File: src/rtl/graphics_pkg.sv
// Shared constants for the graphics compositor: RGB332 palette, raster
// limits and default rotated-playfield geometry.
package graphics_pkg;

    // RGB332 palette (RRR_GGG_BB)
    localparam logic [7:0] RED = 8'hE0;
    localparam logic [7:0] PNK = 8'hF3;
    localparam logic [7:0] CYN = 8'h1F;
    localparam logic [7:0] ORG = 8'hF4;
    localparam logic [7:0] YLW = 8'hFC;
    localparam logic [7:0] WHT = 8'hFF;
    localparam logic [7:0] CRM = 8'hFE;
    localparam logic [7:0] BLU = 8'h03;
    localparam logic [7:0] BLK = 8'h00;

    // Visible raster area of the VGA timing generator
    localparam int H_VISIBLE = 640;
    localparam int V_VISIBLE = 480;

    // Default rotated playfield geometry
    localparam int DEF_XMAX       = 240;
    localparam int DEF_YMAX       = 320;
    localparam int DEF_ROW_STRIDE = 264;
    localparam int DEF_YOFFSET    = 24;

    // Rotated playfield coordinate
    typedef logic [8:0] coord_t;

endpackage

File: src/rtl/graphics_delay_line.sv
// Fixed-depth register delay line; DEPTH=0 degenerates to a plain wire.
module graphics_delay_line #(
    parameter int WIDTH = 1,
    parameter int DEPTH = 1
) (
    input  logic             clk,
    input  logic             rst,
    input  logic [WIDTH-1:0] din,
    output logic [WIDTH-1:0] dout
);

    generate
        if (DEPTH == 0) begin : g_wire
            assign dout = din;
        end else begin : g_pipe
            logic [WIDTH-1:0] stage_d [DEPTH];
            logic [WIDTH-1:0] stage_q [DEPTH];

            // Next state of each stage: shift one position towards the output
            always_comb begin
                stage_d[0] = din;
                for (int i = 1; i < DEPTH; i++) begin
                    stage_d[i] = stage_q[i-1];
                end
            end

            // Stage registers, cleared by the asynchronous active-low reset
            always_ff @(posedge clk or negedge rst) begin
                if (!rst) begin
                    for (int i = 0; i < DEPTH; i++) begin
                        stage_q[i] <= {WIDTH{1'b0}};
                    end
                end else begin
                    for (int i = 0; i < DEPTH; i++) begin
                        stage_q[i] <= stage_d[i];
                    end
                end
            end

            assign dout = stage_q[DEPTH-1];
        end
    endgenerate

endmodule

File: src/rtl/graphics_compositor.sv
// Pipelined compositor: raster-to-playfield rotation, maze RAM addressing,
// sprite/maze priority mix aligned to RAM latency, and per-frame
// sprite-versus-player collision reporting.
module graphics_compositor
    import graphics_pkg::*;
#(
    parameter int                 NUM_SPRITES = 5,
    parameter int                 COLOR_W     = 8,
    parameter logic [COLOR_W-1:0] TRANSPARENT = 8'h00,
    parameter int                 XMAX        = DEF_XMAX,
    parameter int                 YMAX        = DEF_YMAX,
    parameter int                 ROW_STRIDE  = DEF_ROW_STRIDE,
    parameter int                 YOFFSET     = DEF_YOFFSET,
    parameter int                 ADDR_W      = 16,
    parameter int                 RAM_LATENCY = 1,
    parameter int                 PLAYER_IDX  = 4
) (
    input  logic                           clk,
    input  logic                           rst,
    input  logic [9:0]                     hc,
    input  logic [9:0]                     vc,
    input  logic [NUM_SPRITES-1:0]         chan_en,
    output logic [8:0]                     xpos,
    output logic [8:0]                     ypos,
    output logic                           pix_valid,
    input  logic [NUM_SPRITES*COLOR_W-1:0] sprite_color,
    output logic [ADDR_W-1:0]              address,
    input  logic [COLOR_W-1:0]             maze_color,
    output logic [COLOR_W-1:0]             color,
    output logic [NUM_SPRITES-1:0]         collide_mask,
    output logic                           collide_valid
);

    localparam int BUS_W = NUM_SPRITES*COLOR_W + 3;

    // Stage S1 state
    coord_t              xpos_d, xpos_q;
    coord_t              ypos_d, ypos_q;
    logic                pix_valid_d, pix_valid_q;
    logic                sof_d, sof_q;
    logic                eof_d, eof_q;
    logic [ADDR_W-1:0]   address_d, address_q;
    logic                visible_s;
    logic                in_window_s;

    // Alignment outputs
    logic [BUS_W-1:0]               dly_in_s, dly_out_s;
    logic [NUM_SPRITES*COLOR_W-1:0] spr_dly_s;
    logic                           valid_dly_s, sof_dly_s, eof_dly_s;

    // Mix / collision state
    logic [NUM_SPRITES-1:0] en_d, en_q;
    logic [NUM_SPRITES-1:0] sticky_d, sticky_q;
    logic [NUM_SPRITES-1:0] collide_mask_d, collide_mask_q;
    logic                   collide_valid_d, collide_valid_q;
    logic [COLOR_W-1:0]     color_d, color_q;
    logic [NUM_SPRITES-1:0] opaque_s, player_mask_s, hit_s, sticky_acc_s;
    logic [COLOR_W-1:0]     mix_s;

    // S1: rotate raster counters, flag frame boundaries, form RAM address
    always_comb begin
        visible_s   = (hc < 10'(H_VISIBLE)) && (vc < 10'(V_VISIBLE));
        sof_d       = (hc == 10'd0) && (vc == 10'd0);
        eof_d       = (hc == 10'(H_VISIBLE-1)) && (vc == 10'(V_VISIBLE-1));
        pix_valid_d = visible_s;
        if (visible_s) begin
            xpos_d = 9'(XMAX-1) - vc[9:1];
            ypos_d = hc[9:1];
        end else begin
            xpos_d = 9'd0;
            ypos_d = 9'd0;
        end
        in_window_s = visible_s
                   && ({1'b0, ypos_d} >= 10'(YOFFSET))
                   && ({1'b0, ypos_d} <  10'(YOFFSET + ROW_STRIDE))
                   && ({1'b0, ypos_d} <  10'(YMAX));
        // Product formed at 32 bits so only the final truncation wraps
        if (in_window_s) begin
            address_d = ADDR_W'(32'(xpos_d) * 32'(ROW_STRIDE) + 32'(ypos_d) - 32'(YOFFSET));
        end else begin
            address_d = {ADDR_W{1'b1}};
        end
    end

    assign dly_in_s = {sprite_color, pix_valid_q, sof_q, eof_q};

    graphics_delay_line #(
        .WIDTH (BUS_W),
        .DEPTH (RAM_LATENCY)
    ) u_align (
        .clk  (clk),
        .rst  (rst),
        .din  (dly_in_s),
        .dout (dly_out_s)
    );

    assign {spr_dly_s, valid_dly_s, sof_dly_s, eof_dly_s} = dly_out_s;

    // Priority mix, frame-boundary enable latch and sticky collision update
    always_comb begin
        player_mask_s = NUM_SPRITES'(1) << PLAYER_IDX;
        for (int i = 0; i < NUM_SPRITES; i++) begin
            opaque_s[i] = en_q[i] && (spr_dly_s[i*COLOR_W +: COLOR_W] != TRANSPARENT);
        end
        mix_s = (maze_color != TRANSPARENT) ? maze_color : TRANSPARENT;
        // Walk from lowest priority up so channel 0 wins last
        for (int i = NUM_SPRITES-1; i >= 0; i--) begin
            mix_s = opaque_s[i] ? spr_dly_s[i*COLOR_W +: COLOR_W] : mix_s;
        end
        color_d = valid_dly_s ? mix_s : {COLOR_W{1'b0}};
        en_d    = sof_dly_s ? chan_en : en_q;
        if (valid_dly_s && ((opaque_s & player_mask_s) != {NUM_SPRITES{1'b0}})) begin
            hit_s = opaque_s & ~player_mask_s;
        end else begin
            hit_s = {NUM_SPRITES{1'b0}};
        end
        sticky_acc_s = sticky_q | hit_s;
        if (eof_dly_s) begin
            collide_mask_d  = sticky_acc_s;
            collide_valid_d = 1'b1;
            sticky_d        = {NUM_SPRITES{1'b0}};
        end else begin
            collide_mask_d  = collide_mask_q;
            collide_valid_d = 1'b0;
            sticky_d        = sticky_acc_s;
        end
    end

    // All pipeline and output registers with asynchronous active-low reset
    always_ff @(posedge clk or negedge rst) begin
        if (!rst) begin
            xpos_q          <= 9'd0;
            ypos_q          <= 9'd0;
            pix_valid_q     <= 1'b0;
            sof_q           <= 1'b0;
            eof_q           <= 1'b0;
            address_q       <= {ADDR_W{1'b1}};
            en_q            <= {NUM_SPRITES{1'b1}};
            sticky_q        <= {NUM_SPRITES{1'b0}};
            collide_mask_q  <= {NUM_SPRITES{1'b0}};
            collide_valid_q <= 1'b0;
            color_q         <= {COLOR_W{1'b0}};
        end else begin
            xpos_q          <= xpos_d;
            ypos_q          <= ypos_d;
            pix_valid_q     <= pix_valid_d;
            sof_q           <= sof_d;
            eof_q           <= eof_d;
            address_q       <= address_d;
            en_q            <= en_d;
            sticky_q        <= sticky_d;
            collide_mask_q  <= collide_mask_d;
            collide_valid_q <= collide_valid_d;
            color_q         <= color_d;
        end
    end

    assign xpos          = xpos_q;
    assign ypos          = ypos_q;
    assign pix_valid     = pix_valid_q;
    assign address       = address_q;
    assign color         = color_q;
    assign collide_mask  = collide_mask_q;
    assign collide_valid = collide_valid_q;

endmodule

File: config.mk
export PLATFORM = sky130hd
export DESIGN_NAME = graphics_compositor
export DESIGN_NICKNAME = d
export VERILOG_FILES = /design/src/rtl/graphics_pkg.sv /design/src/rtl/graphics_delay_line.sv /design/src/rtl/graphics_compositor.sv
export SDC_FILE = /design/constraint.sdc
export NUM_CORES = 1
export LEC_CHECK = 0
export CAP_MARGIN = 15
export CORE_ASPECT_RATIO = 1.2
export CORE_MARGIN = 5
export CORE_UTILIZATION = 25
export CTS_CLUSTER_SIZE = 14
export DETAILED_ROUTE_END_ITERATION = 16
export SLEW_MARGIN = 20
export SYNTH_ARGS = -nofsm -noshare
export SYNTH_HDL_FRONTEND = slang
export SYNTH_HIERARCHICAL = 1
export SYNTH_SLANG_ARGS = --single-unit
File: constraint.sdc
create_clock -name clk -period 2.3 [get_ports clk]
set_input_delay 0.46 -clock clk [delete_from_list [all_inputs] [get_ports clk]]
set_output_delay 0.46 -clock clk [all_outputs]
set_load 0.005 [all_outputs]
==> run summary, run 1 <==
Status -> finished with violations
Failing checks -> setup timing
Worst Reg-to-Reg Cells -> 5
Max_cap viols -> 0
Initial Util -> 25.5%
Slew margin rel. -> 64.6%
Setup crit start kind -> input port
Worst Setup Path Type -> in -> reg
Comb power frac -> 24.2%
Global-route wire length before repair -> 22600 µm
Drt via density -> 4.70
DR WL/cell -> 17.8 µm
Final Wtd Congestion -> 0.903
FF-to-FF End -> color[1]
Slowest stage delay, CP -> 0.54 ns
I/O pins -> 124
Worst EP arrival -> 3.94 ns
Synth area leader -> dfrtp_1
Final HPWL DP -> 10600 µm
Max Slew Vio Count -> 0
Die height -> 157 µm
Switching pwr -> 1.19 mW
DR iter-0 viols -> 213
Reg2reg setup slack -> 0.14 ns
Worst-case vdd ir drop -> 0.345 mV
Core box area -> 17600 µm²
Final layout net count -> 685
Final hold slack -> 0.0657 ns
Layout cells sized above 1 -> 34.5%
Initial antenna violation count -> 0
Most frequent cells in the layout -> clkdlybuf4s50_1, dfrtp_1, buf_4
Fin cells -> 805
Syn Area/Cell -> 12.0 µm²
Area Growth Syn to Fin -> 64.0%
CP max FO -> 4
Fin Clk Skew -> 0.00756 ns
DR DRC count -> 0
Commonest non-fill, non-tap cell in the layout -> clkdlybuf4s50_1
CTS Root Cell -> clkbuf_16
Post-synthesis cell type count -> 50
Final wirelength -> 14300 µm
Clk_lat worst skew -> 0.34 ns
Clock sinks -> 102
Core Rows -> 53
Actual slew at the worst max-slew pin -> 0.530 ns
Worst-path cell chain -> buf_6 > or2_4 > a21o_4 > a41o_4 > inv_4 > nand2b_4 > inv_4 > ha_4 > ha_4 > ha_4 > fa_2 > inv_2 > ha_4 > a21oi_2 > nand2_1 > a221o_1 > a31oi_2 > xnor3_1 > nand2b_4
Share of the yosys chip area belonging to registers -> 57.3%
PortBufs -> 122
Final min period -> 3.65 ns
PwrDens -> 607 nW/µm²
Synth warn -> 6
Data required, critical path -> 2.58 ns
Fmax -> 0.274 GHz
Antenna Cells -> 0
Global route overflow -> 0
Post-Place Cells -> 775
Critical path capture point type -> flip-flop
Final Worst Setup Slack -> -1.35 ns
Most used cell, CP -> ha_4
Worst reg2reg startpoint -> u_align/dout[39]
Async set or reset register ratio after synthesis -> 100%
Drt first pass iters -> 6
Clock power frac -> 32.6%
Hold Path Class -> in -> async
Die width -> 132 µm
Footprint of the multi-input gates -> 2270 µm²
Register bit total from synthesis -> 102
Internal power -> 3.28 mW
Post-route clock period utilization -> 159%
Unrepaired setup endpoints after global routing -> true
Register share of total power -> 43.2%
Critical-path top delay cell -> fa_2
Syn Nets -> 481
Antenna-violating nets left -> 0
Clock Path Buffers -> 2
GRT Total Usage -> 13.9%
Switching Share -> 26.6%
Vias in the first global route -> 4142
Post-Syn Area -> 4500 µm²
Top cells by area, synth -> dfrtp_1, dfstp_2, ha_1
DIE AREA -> 20800 µm²
Leakage power -> 3.21 nW
H-tree depth -> 3
Largest net degree at the start of global routing -> 41
Filler cell count -> 1622
Cells after Synth -> 376
Storage element area -> 2580 µm²
Final Hold Fails -> 0
Yosys top cell area share -> 45.1%
CTS tree -> done
Fin Setup TNS -> -8.14 ns
Final setup vio count -> 11
Clock slew seen by the registers of the worst setup and hold paths -> 0.07 ns
Top FF cell, synth -> dfrtp_1
DR vias -> 3787
Final Power -> 4.48 mW
CTS buffer count -> 9
Post-synth EDFFs -> 0
-- power by group through the flow --
stage	clock network [mW]	logic, mW	registers (mW)
3_3_place_gp	0	0.860	1.97
6_report	1.46	1.08	1.93
5_1_grt	1.59	1.16	1.94
2_1_floorplan	0	0.352	1.96
4_1_cts	1.52	1.03	1.93
3_5_place_dp	0	0.866	1.96
-- final cells by class --
class / count / area share [%]
Inverter: 24 / 1.32
Clock buffer: 12 / 3.34
Sequential cell: 102 / 34.9
Tap cell: 220 / 3.73
Clock inverter: 4 / 0.424
Multi-Input combinational cell: 239 / 30.7
Timing Repair Buffer: 204 / 25.5
-- per-layer routing --
layer  GRT usage (%)  vias to the layer above  share of wire [%]
met4            6.14                        0                3.3
met5               0                        -                  0
met2            23.4                      163                 48
met1            17.0                     1829                 42
li1                -                     1762                  -
met3            3.39                       33                6.9
-- cell families (layout without fill, tap and decap cells) --
logic type | count (synthesis) | count (layout) | share of synthesized area [%]
other | 1 | 1 | 0.0833
AO/OA/AOI/OAI | 71 | 71 | 12.6
adder cells (fa/ha/maj) | 30 | 30 | 8.68
multiplexers | 5 | 5 | 1.25
XOR/XNOR | 17 | 17 | 3.92
flip-flops | 102 | 102 | 57.3
buffers and inverters | 35 | 244 | 3.09
AND/OR/NAND/NOR | 115 | 115 | 13.0
-- flip-flops by register name (all words and copies together) (netlist names) --
signal         flops
xpos               9
pix_valid          1
collide_valid      1
sticky_q           4
sof_q              1
color              8
ypos               9
u_align/dout      43
address           16
en_q               5
collide_mask       4
eof_q              1
-- critical path: cells and delay by family --
family / cells / cell delay (ns)
adders and majority gates: 5 / 1.35
and+or+nand+nor: 4 / 0.50
buffers and inverters: 4 / 0.27
AOI/OAI and AO/OA: 5 / 1.11
xor gates and xnor gates: 1 / 0.23
-- worst max-delay path by stage --
stage | from | to | slack [ns] | depth (start not counted)
detailed placement | hc[7] | address[15] | -2.23 | 19
global placement | hc[7] | address[15] | -2.14 | 19
floorplan | hc[7] | address[15] | -1.68 | 17
CTS | hc[8] | address[15] | -1.46 | 19
global route | hc[8] | address[15] | -1.45 | 19
finish | hc[8] | address[15] | -1.35 | 19
-- synth_stat cells (all sizes together) (3+ instances only) --
| library cell | n |
|---|---|
| xnor2 | 11 |
| nand4 | 5 |
| or3 | 10 |
| a21o | 5 |
| dfstp | 21 |
| and2 | 5 |
| nand2b | 8 |
| mux2 | 5 |
| inv | 23 |
| a2bb2oi | 8 |
| nand2 | 25 |
| nand3 | 5 |
| nor2 | 32 |
| a222oi | 8 |
| clkbuf | 7 |
| dfrtp | 81 |
| xor2 | 4 |
| o21ai | 3 |
| nor4 | 12 |
| a22oi | 8 |
| a311oi | 9 |
| a31oi | 3 |
| a21oi | 15 |
| nor3 | 5 |
| ha | 28 |
| buf | 4 |
-- stage by stage --
step / util [%] / cell area (µm²) / setup WS, ns
4_1_cts: 40.9 / 7210 / -1.46
2_1_floorplan: - / 4610 / -1.68
5_1_grt: 41.8 / 7380 / -1.45
6_report: 41.8 / 7380 / -1.35
3_3_place_gp: 37.3 / 6580 / -2.14
3_5_place_dp: 37.3 / 6580 / -2.23
-- what timing repair did --
item	CTS	global route
buffers inserted	10	7
endpoints found under the setup margin	12	13
pin swaps	38	24
hold buffers	0	0
gates resized for setup	70	29
Note: power is estimated with default switching activity, not from simulation.
==> run 2: changes to the inputs <==
--- a/config.mk
+++ b/config.mk
@@ -11,7 +11,7 @@
 export CORE_UTILIZATION = 25
 export CTS_CLUSTER_SIZE = 14
 export DETAILED_ROUTE_END_ITERATION = 16
-export SLEW_MARGIN = 20
+export GPL_ROUTABILITY_DRIVEN = 1
 export SYNTH_ARGS = -nofsm -noshare
 export SYNTH_HDL_FRONTEND = slang
 export SYNTH_HIERARCHICAL = 1
==> results of run 2 <==
Same layout as run 1: the final DEF is identical, and so are final timing and power.
==> run 3: changes to the inputs <==
--- a/config.mk
+++ b/config.mk
@@ -12,6 +12,8 @@
 export CTS_CLUSTER_SIZE = 14
 export DETAILED_ROUTE_END_ITERATION = 16
 export GPL_ROUTABILITY_DRIVEN = 1
+export HOLD_SLACK_MARGIN = 0.05
+export PLACE_DENSITY = 0.58
 export SYNTH_ARGS = -nofsm -noshare
 export SYNTH_HDL_FRONTEND = slang
 export SYNTH_HIERARCHICAL = 1
==> run summary, run 3 (synthesized netlist as in run 1, its figures left out) <==
Final Hold Fails -> 0 (unchanged)
Slew margin rel. -> 63.0% (-1.6 points)
Layout cells sized above 1 -> 32.9% (-1.6 points)
I/O pins -> 124 (unchanged)
Worst reg2reg startpoint -> u_align/dout[39]
Most frequent cells in the layout -> clkdlybuf4s50_1, dfrtp_1, buf_4
PortBufs -> 122 (unchanged)
Antenna-violating nets left -> 0 (unchanged)
Data required, critical path -> 2.58 ns (about the same)
FF-to-FF End -> color[0]
Final Wtd Congestion -> 0.877 (-3.0%)
Critical Path Start -> hc[7]
Failing checks -> setup timing
Clock sinks -> 102 (unchanged)
CP max FO -> 4 (unchanged)
Final Worst Setup Slack -> -1.38 ns (-0.0269 ns)
Final min period -> 3.68 ns (+0.0269 ns)
Global route overflow -> 0 (unchanged)
Largest net degree at the start of global routing -> 44 (+7.3%)
DR DRC count -> 0 (unchanged)
GRT Total Usage -> 13.4% (-0.48 points)
Antenna Cells -> 0 (unchanged)
Initial Util -> 25.5% (unchanged)
Drt first pass iters -> 4 (-2)
Worst Reg-to-Reg Cells -> 5 (unchanged)
Die width -> 132 µm (unchanged)
Core Rows -> 53 (unchanged)
Clock slew seen by the registers of the worst setup and hold paths -> 0.07 ns (about the same)
Max_cap viols -> 0 (unchanged)
Max reg flops -> 43 (unchanged)
Clk_lat worst skew -> 0.35 ns (about the same)
Worst Setup Path Type -> in -> reg
Vias in the first global route -> 4039 (-2.5%)
Status -> finished with violations
Final core occ -> 41.6% (-0.21 points)
Critical path capture point type -> flip-flop
Reg2reg setup slack -> 0.16 ns (+0.02 ns)
Final setup vio count -> 11 (unchanged)
Final wirelength -> 14100 µm (-1.9%)
Setup crit start kind -> input port
Final HPWL DP -> 10400 µm (-1.1%)
Core box area -> 17600 µm² (unchanged)
DR vias -> 3764 (-0.61%)
DIE AREA -> 20800 µm² (unchanged)
CTS tree -> done
Hold Path Class -> in -> async
Fmax -> 0.272 GHz (-0.73%)
Drt via density -> 4.69 (-0.36%)
Leakage power -> 3.19 nW (-0.73%)
Area Growth Syn to Fin -> 63.2%
Clock Path Buffers -> 2 (unchanged)
DR iter-0 viols -> 208 (-2.3%)
CTS Root Cell -> clkbuf_16
Commonest non-fill, non-tap cell in the layout -> clkdlybuf4s50_1
Global-route wire length before repair -> 21600 µm (-4.5%)
Filler cell count -> 1608 (-0.86%)
Max Slew Vio Count -> 0 (unchanged)
Die height -> 157 µm (unchanged)
Final layout net count -> 683 (-0.29%)
Worst-case vdd ir drop -> 0.394 mV (+14%)
DR WL/cell -> 17.5 µm (-1.7%)
Fin Clk Skew -> 0.00472 ns (-0.00284 ns)
CTS buffer count -> 9 (unchanged)
Post-CTS Hold Fix Bufs -> 0 (unchanged)
Initial antenna violation count -> 0 (unchanged)
Worst EP arrival -> 3.97 ns (+0.03 ns)
Post-route clock period utilization -> 160% (+1.2 points)
Final hold slack -> 0.102 ns (+0.0363 ns)
Actual slew at the worst max-slew pin -> 0.554 ns (+0.0247 ns)
Unrepaired setup endpoints after global routing -> true
PwrDens -> 623 nW/µm² (+2.7%)
Critical Path Sink -> address[15]
H-tree depth -> 3 (unchanged)
## run 3: cell count changes in the layout (fill, tap and decap cells not counted), sizes merged
cell           previous run  this run
buf                      85        83
clkbuf                   15        13
bufinv                    0         1
clkdlybuf4s15             1         0
clkinv                    4         3
clkinvlp                  0         1
dlygate4sd2               2         3
inv                      24        25
## run 3: cell type report
cell class / count / area [µm²] / area share (%)
Tap cell: 220 / 275 / 3.75
Clock inverter: 6 / 68.8 / 0.937
Clock buffer: 10 / 229 / 3.12
Multi-Input combinational cell: 239 / 2240 / 30.5
Sequential cell: 102 / 2580 / 35.1
Timing Repair Buffer: 202 / 1860 / 25.3
Inverter: 24 / 97.6 / 1.33
## run 3: where the power goes
part	switching [mW]	internal [mW]	total [mW]
Combinational	0.470	0.619	1.09
Sequential	0.0401	1.89	1.93
Clock	0.698	0.853	1.55
Total	1.21	3.36	4.57
## run 3: worst min-delay path by stage
| stage | startpoint | end | slack (ns) | depth (start not counted) |
|---|---|---|---|---|
| after floorplan | rst | collide_mask[0] | 0.16 | 0 |
| after global placement | sof_q | u_align/dout[1] | 0.34 | 0 |
| after detailed placement | sof_q | u_align/dout[1] | 0.33 | 0 |
| after CTS | rst | color[2] | 0.11 | 1 |
| after global routing | rst | color[2] | 0.15 | 1 |
| final | rst | color[2] | 0.10 | 1 |
## run 3: layer usage
metal / wire [µm] / part of all wire, % / GRT usage, % / up-vias
met3: 953 / 6.8 / 3.52 / 22
met5: 0 / 0 / 0 / -
met4: 392 / 2.8 / 5.89 / 0
met2: 6590 / 47 / 22.0 / 152
met1: 6120 / 44 / 16.7 / 1837
li1: - / - / - / 1753
## run 3: metrics by stage
| step | total power [mW] | cells | cell area, µm² | setup slack (ns) | setup TNS [ns] |
|---|---|---|---|---|---|
| 5_1_grt | 4.78 | 803 | 7340 | -1.49 | -9.35 |
| 3_5_place_dp | 2.83 | 773 | 6560 | -2.26 | -16.96 |
| 4_1_cts | 4.55 | 795 | 7160 | -1.41 | -8.16 |
| 6_report | 4.57 | 803 | 7340 | -1.38 | -8.36 |
| 3_3_place_gp | 2.83 | 773 | 6560 | -2.16 | -16.51 |
| 2_1_floorplan | 2.31 | 376 | 4610 | -1.68 | -8.65 |
## run 3: timing repair
action                     4_1_cts  5_1_grt
setup endpoints to repair       12       11
gates resized for setup         61       28
setup buffers                    6        8
pin swaps                       29       35
## run 3: critical path, stage by stage
cell and delay, ns:
buf_6 0.09, or2_4 0.24, a21o_1 0.20, a41o_4 0.28
inv_4 0.07, nand2b_4 0.06, inv_4 0.06, ha_4 0.20
ha_4 0.22, ha_4 0.16, fa_2 0.38, a21o_1 0.22
a21oi_2 0.17, xor2_1 0.18, ha_1 0.27, a21o_1 0.17
a31oi_2 0.15, xnor3_1 0.23, nand2b_4 0.15
